## src/rtl/fb_dma_pkg.sv

```systemverilog
// fb_dma_pkg: register map, CTRL/status bit positions and FSM encoding shared by the DMA block.
// Revision 1.0
`default_nettype none

package fb_dma_pkg;

  localparam logic [1:0] REG_SRC  = 2'd0;
  localparam logic [1:0] REG_DST  = 2'd1;
  localparam logic [1:0] REG_LEN  = 2'd2;
  localparam logic [1:0] REG_CTRL = 2'd3;

  // CTRL write fields
  localparam int CTRL_START     = 0;
  localparam int CTRL_IRQ_EN    = 1;
  localparam int CTRL_ABORT     = 2;
  localparam int CTRL_CLR_DONE  = 3;

  // CTRL read fields
  localparam int STAT_BUSY      = 0;
  localparam int STAT_DONE      = 1;
  localparam int STAT_IRQ_EN    = 2;
  localparam int STAT_ABORTED   = 3;

  localparam logic [1:0] IDLE  = 2'd0;
  localparam logic [1:0] RD    = 2'd1;
  localparam logic [1:0] RWAIT = 2'd2;
  localparam logic [1:0] WR    = 2'd3;

endpackage

`default_nettype wire

```

## src/rtl/fb_dma_regs.sv

```systemverilog
// fb_dma_regs: SRC/DST/LEN/irq_en registers, CTRL write decode and register readback mux.
// Revision 1.0
`default_nettype none

module fb_dma_regs
  import fb_dma_pkg::*;
#(
  parameter int ADDR_W = 32,
  parameter int LEN_W  = 16
) (
  input  logic              clock,
  input  logic              reset,
  input  logic              cfg_sel,
  input  logic              cfg_we,
  input  logic [3:0]        cfg_addr,
  input  logic [31:0]       cfg_din,
  output logic [31:0]       cfg_dout,
  input  logic              busy,
  input  logic              done,
  input  logic              aborted,
  input  logic [LEN_W-1:0]  remaining,
  output logic [ADDR_W-1:0] src,
  output logic [ADDR_W-1:0] dst,
  output logic [LEN_W-1:0]  len,
  output logic              irq_en,
  output logic              ctrl_wr,
  output logic [3:0]        ctrl_bits
);

  logic wr_hit;

  assign wr_hit    = cfg_sel & cfg_we;
  assign ctrl_wr   = wr_hit & (cfg_addr[3:2] == REG_CTRL);
  assign ctrl_bits = cfg_din[3:0];

  // Transfer parameters are frozen while a copy is in flight; irq_en is not.
  always_ff @(posedge clock or posedge reset) begin
    if (reset) begin
      src    <= '0;
      dst    <= '0;
      len    <= '0;
      irq_en <= 1'b0;
    end else if (wr_hit) begin
      case (cfg_addr[3:2])
        REG_SRC:  if (!busy) src <= {cfg_din[ADDR_W-1:2], 2'b00};
        REG_DST:  if (!busy) dst <= {cfg_din[ADDR_W-1:2], 2'b00};
        REG_LEN:  if (!busy) len <= cfg_din[LEN_W-1:0];
        default:  irq_en <= cfg_din[CTRL_IRQ_EN];
      endcase
    end
  end

  always_comb begin
    cfg_dout = '0;
    case (cfg_addr[3:2])
      REG_SRC:  cfg_dout = 32'(src);
      REG_DST:  cfg_dout = 32'(dst);
      REG_LEN:  cfg_dout = 32'(len);
      default: begin
        cfg_dout[31:16]        = 16'(remaining);
        cfg_dout[STAT_BUSY]    = busy;
        cfg_dout[STAT_DONE]    = done;
        cfg_dout[STAT_IRQ_EN]  = irq_en;
        cfg_dout[STAT_ABORTED] = aborted;
      end
    endcase
  end

endmodule

`default_nettype wire

```

## src/rtl/fb_dma_ctrl.sv

```systemverilog
// fb_dma_ctrl: word-copy DMA into framebuffer/char memory, yielding the shared bus to the CPU.
// Revision 1.0
`default_nettype none

module fb_dma_ctrl
  import fb_dma_pkg::*;
#(
  parameter int ADDR_W = 32,
  parameter int LEN_W  = 16
) (
  input  logic              clock,
  input  logic              reset,
  input  logic              cfg_sel,
  input  logic              cfg_we,
  input  logic              cfg_re,
  input  logic [3:0]        cfg_addr,
  input  logic [31:0]       cfg_din,
  output logic [31:0]       cfg_dout,
  input  logic              cpu_busy,
  output logic              mem_req,
  output logic              mem_we,
  output logic [ADDR_W-1:0] mem_addr,
  output logic [31:0]       mem_wdata,
  input  logic [31:0]       mem_rdata,
  output logic              irq
);

  logic [1:0]        state;
  logic [ADDR_W-1:0] cur_src, cur_dst;
  logic [LEN_W-1:0]  remaining;
  logic [31:0]       latch;
  logic              done, aborted, busy;
  logic [ADDR_W-1:0] src, dst;
  logic [LEN_W-1:0]  len;
  logic              irq_en, ctrl_wr;
  logic [3:0]        ctrl_bits;
  logic              start_go, abort_go, clr_go;
  logic              unused_cfg_re;

  // Reads are side-effect free, so the read strobe carries no information here.
  assign unused_cfg_re = cfg_re;

  assign busy     = (state != IDLE);
  assign start_go = ctrl_wr & ctrl_bits[CTRL_START] & ~ctrl_bits[CTRL_ABORT] & ~busy;
  assign abort_go = ctrl_wr & ctrl_bits[CTRL_ABORT] & busy;
  assign clr_go   = ctrl_wr & ctrl_bits[CTRL_CLR_DONE];
  assign irq      = done & irq_en;

  fb_dma_regs #(
    .ADDR_W (ADDR_W),
    .LEN_W  (LEN_W)
  ) u_regs (
    .clock     (clock),
    .reset     (reset),
    .cfg_sel   (cfg_sel),
    .cfg_we    (cfg_we),
    .cfg_addr  (cfg_addr),
    .cfg_din   (cfg_din),
    .cfg_dout  (cfg_dout),
    .busy      (busy),
    .done      (done),
    .aborted   (aborted),
    .remaining (remaining),
    .src       (src),
    .dst       (dst),
    .len       (len),
    .irq_en    (irq_en),
    .ctrl_wr   (ctrl_wr),
    .ctrl_bits (ctrl_bits)
  );

  // Bus drive is purely combinational so an async reset releases it at once;
  // the abort cycle is masked so no partial word reaches memory.
  always_comb begin
    mem_req   = 1'b0;
    mem_we    = 1'b0;
    mem_addr  = '0;
    mem_wdata = '0;
    if (!cpu_busy && !abort_go) begin
      case (state)
        RD: begin
          mem_req  = 1'b1;
          mem_addr = cur_src;
        end
        WR: begin
          mem_req   = 1'b1;
          mem_we    = 1'b1;
          mem_addr  = cur_dst;
          mem_wdata = latch;
        end
        default: ;
      endcase
    end
  end

  always_ff @(posedge clock or posedge reset) begin
    if (reset) begin
      state     <= IDLE;
      cur_src   <= '0;
      cur_dst   <= '0;
      remaining <= '0;
      latch     <= '0;
      done      <= 1'b0;
      aborted   <= 1'b0;
    end else begin
      if (clr_go) done <= 1'b0;
      if (abort_go) begin
        state   <= IDLE;
        aborted <= 1'b1;
      end else begin
        case (state)
          IDLE: if (start_go) begin
            cur_src   <= src;
            cur_dst   <= dst;
            remaining <= len;
            aborted   <= 1'b0;
            done      <= (len == '0);
            state     <= (len == '0) ? IDLE : RD;
          end
          RD: if (!cpu_busy) state <= RWAIT;
          RWAIT: begin
            latch <= mem_rdata;
            state <= WR;
          end
          default: if (!cpu_busy) begin
            cur_src   <= cur_src + ADDR_W'(4);
            cur_dst   <= cur_dst + ADDR_W'(4);
            remaining <= remaining - LEN_W'(1);
            if (remaining == LEN_W'(1)) begin
              done  <= 1'b1;
              state <= IDLE;
            end else begin
              state <= RD;
            end
          end
        endcase
      end
    end
  end

endmodule

`default_nettype wire

```

## config.mk

```make
export PLATFORM = sky130hd
export DESIGN_NAME = fb_dma_ctrl
export DESIGN_NICKNAME = d
export VERILOG_FILES = /design/src/rtl/fb_dma_pkg.sv /design/src/rtl/fb_dma_regs.sv /design/src/rtl/fb_dma_ctrl.sv
export SDC_FILE = /design/constraint.sdc
export NUM_CORES = 1
export LEC_CHECK = 0
export BUFFER_PORTS_ARGS = -buffer_cell sky130_fd_sc_hd__buf_2
export CAP_MARGIN = 20
export CELL_PAD_IN_SITES_DETAIL_PLACEMENT = 0
export CELL_PAD_IN_SITES_GLOBAL_PLACEMENT = 1
export CORE_ASPECT_RATIO = 0.8
export CORE_UTILIZATION = 40
export DETAILED_ROUTE_END_ITERATION = 10
export GPL_TIMING_DRIVEN = 0
export PLACE_DENSITY = 0.81
export SLEW_MARGIN = 20
export SYNTH_ARGS = -nofsm -noshare
export SYNTH_HDL_FRONTEND = slang
export SYNTH_HIERARCHICAL = 1
export SYNTH_SLANG_ARGS = --single-unit
export TNS_END_PERCENT = 100
```

## constraint.sdc

```tcl
create_clock -name clock -period 3.55 [get_ports clock]
set_clock_uncertainty 0.2 [all_clocks]
set_input_delay 0.1775 -clock clock [delete_from_list [all_inputs] [get_ports clock]]
set_output_delay 0.1775 -clock clock [all_outputs]
set_load 0.02 [all_outputs]
```

==> summary.md <==
The maximum buffer depth of the clock tree was 2; the top fanout value on the critical path was 10. The number of antenna violations at the first check in global routing was 0. The number of antenna diodes in the final layout is 0.

The analysis attributes to net switching a power of 5.409 mW. Wires add up to 40740 um. The launching point of the worst reg2reg path was state[0].

The floorplan has 53 rows. The root buffer cell chosen for the clock tree is sky130_fd_sc_hd__clkbuf_16. The H-tree was split into 4 levels.

Data on the critical path arrives at its endpoint at 3.47 ns. The path category of the worst min-delay check is in2async. Entering global routing, the biggest net connects 83 pins. The average wire length per cell after detail routing came out at 23.58 um. The critical path buffer and inverter count came out at 4. The data required time at the worst endpoint is 3.68 ns. The HPWL after detailed placement is 29590 um, and the synthesized area per cell is 9.767 um^2. The headroom to the max-slew limit is 0.2960, and the switching power share of the total is 0.4634. Clock latency on the worst-skew pair, taken at its later pin, is 0.44 ns. STA classifies the critical path endpoint as a register.

The floorplan step set the die width to 185.6 um. The static leakage was 6.032 nW; the number of instances in the placed design was 1633. Setup violations remaining at the end of the flow were counted as 0. In the routed design, unresolved DRC markers number 0. The via count of the first global-routing pass is 9924, and the final design area excluding fillers is 13410 um^2. The logs give 0.5499 mV for the worst supply voltage drop on vdd and 0.167 for the power share of the clock group. Max-cap violations in this run came to 0. The signal on the critical path passes through buf_2 -> and2_1 -> clkbuf_1 -> nor2b_4 -> a211o_1 -> a21o_1 -> clkbuf_1 -> clkbuf_1 -> nor3_1 -> a21oi_1 -> nand2_1. After clock tree synthesis, the clock-pin slew on the worst setup and hold paths is 0.08 ns. Share of the clock period used by the worst path after layout: 0.9416. The element type at the critical path start is a primary input.

The run finished with clean final reports. The critical path runs through a total of 11 cells. TritonCTS built the clock tree. During I/O placement, the number of pins put on the boundary was 173.

The worst setup path is of the in2reg kind. Setup repair after global routing left no endpoint under its margin. Counting every instance in the synthesized netlist gives 1104. The congestion estimate from routability-driven global placement came to 0.9781. The setup check on the worst reg-to-reg path leaves a slack of 0.22 ns.

The number of cells on the worst reg-to-reg path is 8. After detailed routing, the number of vias per cell comes to 6.020. The endpoint identified for the worst register-to-register timing path is u_regs/dst[4].

The detailed router finished its first iteration with 1322 violations. At the pin with the least slew margin, the transition time is 1.052 ns. The number of iterations in the first detailed-routing pass came out at 6. The largest single stage delay on the critical path is 0.72 ns.

The kind of cell with the highest combined delay along the critical path is buffers and inverters. The final-report max-slew violation count was 0. The run gives 0.4086 as the initial cell density of the core. For the combinational share of power, the log shows 0.436. The final layout contains 1442 nets.

Leaving out filler cells and counting taps, the final layout contains 1728. The signed area change from the synthesized netlist to the final layout is 24.36%, and the internal power component is 6.263 mW. After layout, the minimum clock period comes to 3.343 ns. The cell area that synthesis handed to floorplanning was 10780 um^2. First-pass GRT wire length: 61420 um. Placeable core area: 26390 um^2. Counting every sink on the clock net gives 193. The number of buffers created by CTS was 17; the ratio of cells with drive above 1 in the final layout was 0.2633. By instance count, the cell type seen most on the critical path is sky130_fd_sc_hd__clkbuf_1. The logs give 0 for the overall overflow remaining after global route and 0.397 for the sequential group share of total power. For the standard cell area after detailed placement, the log shows 12140 um^2.

The detail route stage leaves a number of antenna-violating nets equal to 0. The number of hold-slack violations in the final timing report was 0. Yosys printed 6 warnings. The number of buffer cells added on primary ports works out to 167. Measured along the y axis, the die boundary spans 148.9 um. The logs give 0.3017 for the total routing usage reported by global routing and 10403 for the routed via count.

The run gives 0 as the post-CTS setup-driven buffer insertion count. Derived from the worst setup path, the maximum achievable clock frequency is 299.2 MHz. The slowest stage cell on the critical path was sky130_fd_sc_hd__clkbuf_1.

The power density over cell area came out at 870.4 nW/um^2. The die covers 27620 um^2.
## cell usage in the layout, fill, tap and decap left out, types with 5 or more instances in the layout
cell,count
sky130_fd_sc_hd__buf_4,8
sky130_fd_sc_hd__o21a_1,5
sky130_fd_sc_hd__nand2_1,98
sky130_fd_sc_hd__o21ai_0,101
sky130_fd_sc_hd__mux2i_1,37
sky130_fd_sc_hd__and4_1,9
sky130_fd_sc_hd__nand4_1,23
sky130_fd_sc_hd__a31oi_1,9
sky130_fd_sc_hd__dfrtp_1,193
sky130_fd_sc_hd__buf_2,180
sky130_fd_sc_hd__or3_1,11
sky130_fd_sc_hd__clkbuf_1,58
sky130_fd_sc_hd__nor2b_1,6
sky130_fd_sc_hd__nor2_1,55
sky130_fd_sc_hd__mux2_4,10
sky130_fd_sc_hd__nor3_1,28
sky130_fd_sc_hd__a21oi_1,59
sky130_fd_sc_hd__clkbuf_16,17
sky130_fd_sc_hd__and3_1,46
sky130_fd_sc_hd__clkbuf_2,5
sky130_fd_sc_hd__ha_1,9
sky130_fd_sc_hd__nand3_1,34
sky130_fd_sc_hd__dlygate4sd3_1,66
sky130_fd_sc_hd__a22oi_1,9
sky130_fd_sc_hd__a211oi_1,8
sky130_fd_sc_hd__and2_1,5
sky130_fd_sc_hd__inv_1,12
sky130_fd_sc_hd__o22a_1,7
sky130_fd_sc_hd__a22o_1,32
sky130_fd_sc_hd__or4_1,7
sky130_fd_sc_hd__nor4_1,21
sky130_fd_sc_hd__a311oi_1,7
sky130_fd_sc_hd__mux2_2,98
## worst reg2reg max path: stages (launching register included)
cell and delay (ns):
sky130_fd_sc_hd__dfrtp_1 0.43, sky130_fd_sc_hd__inv_1 0.10, sky130_fd_sc_hd__ha_1 0.24, sky130_fd_sc_hd__clkbuf_2 0.30, sky130_fd_sc_hd__inv_1 0.32, sky130_fd_sc_hd__clkbuf_4 0.39, sky130_fd_sc_hd__nor4b_2 0.48, sky130_fd_sc_hd__buf_2 0.38
sky130_fd_sc_hd__mux2_2 0.39
## stage by stage
| stage | hold slack (ns) | total power [mW] | setup slack, ns | setup TNS [ns] | util |
|---|---|---|---|---|---|
| after floorplan | 0.1122 | 7.363 | 0.1001 | 0 | - |
| after global placement | 0.2105 | 9.321 | -1.769 | -246.35 | 0.4576 |
| after CTS | 0.07825 | 11.47 | 0.005075 | 0 | 0.5075 |
| after detailed placement | 0.004256 | 9.442 | -0.6243 | -45.99 | 0.4600 |
| final | 0.07976 | 11.67 | 0.2072 | 0 | 0.5081 |
| after global routing | 0.1020 | 12.23 | 0.06402 | 0 | 0.5081 |
## flip-flops by register name, summed over array words and instances (netlist names)
signal and cells:
u_regs/irq_en 1, cur_src 32, u_regs/dst 30, aborted 1, u_regs/len 16, u_regs/src 30
done 1, latch 32, cur_dst 32, state 2, remaining 16
## area by class of cell
class	instances	area [um^2]
clock buffer	19	442.9
inverter	14	62.56
buffer	91	420.4
fill	2496	12980
sequential	193	4830
clock inverter	12	132.6
tap	357	446.7
multi-input combinational	807	5523
timing repair buffer	235	1551
## layer usage
metal	track usage	up-vias	share of wire
met3	0.09546	71	0.12
met5	0	-	0
met1	0.4417	5114	0.44
met4	0.08934	0	0.025
li1	-	4607	-
met2	0.4217	611	0.41
## how the worst max path moves through the flow
| stage | slack (ns) | end | start |
|---|---|---|---|
| 2_1_floorplan | 0.10 | aborted | reset |
| 3_3_place_gp | -1.77 | cur_dst[27] | reset |
| 5_1_grt | 0.06 | mem_addr[8] | state[0] |
| 6_report | 0.21 | cur_src[2] | cfg_addr[3] |
| 3_5_place_dp | -0.62 | u_regs/dst[22] | state[0] |
| 4_1_cts | 0.005 | mem_addr[13] | state[0] |
## repair_timing
item                       4_1_cts  5_1_grt
setup endpoints to repair      107      103
hold buffers                    66        0
hold endpoints to repair       305        0
gates resized for setup          7        8
## power groups by stage
stage | Combinational [mW] | Clock [mW] | Sequential (mW)
after global placement | 4.80 | 0 | 4.52
final | 5.09 | 1.95 | 4.63
after floorplan | 3.46 | 0 | 3.91
after CTS | 4.99 | 1.97 | 4.51
after global routing | 5.46 | 2.05 | 4.72
after detailed placement | 4.90 | 0 | 4.54
Note: power is estimated with default switching activity, not from simulation.
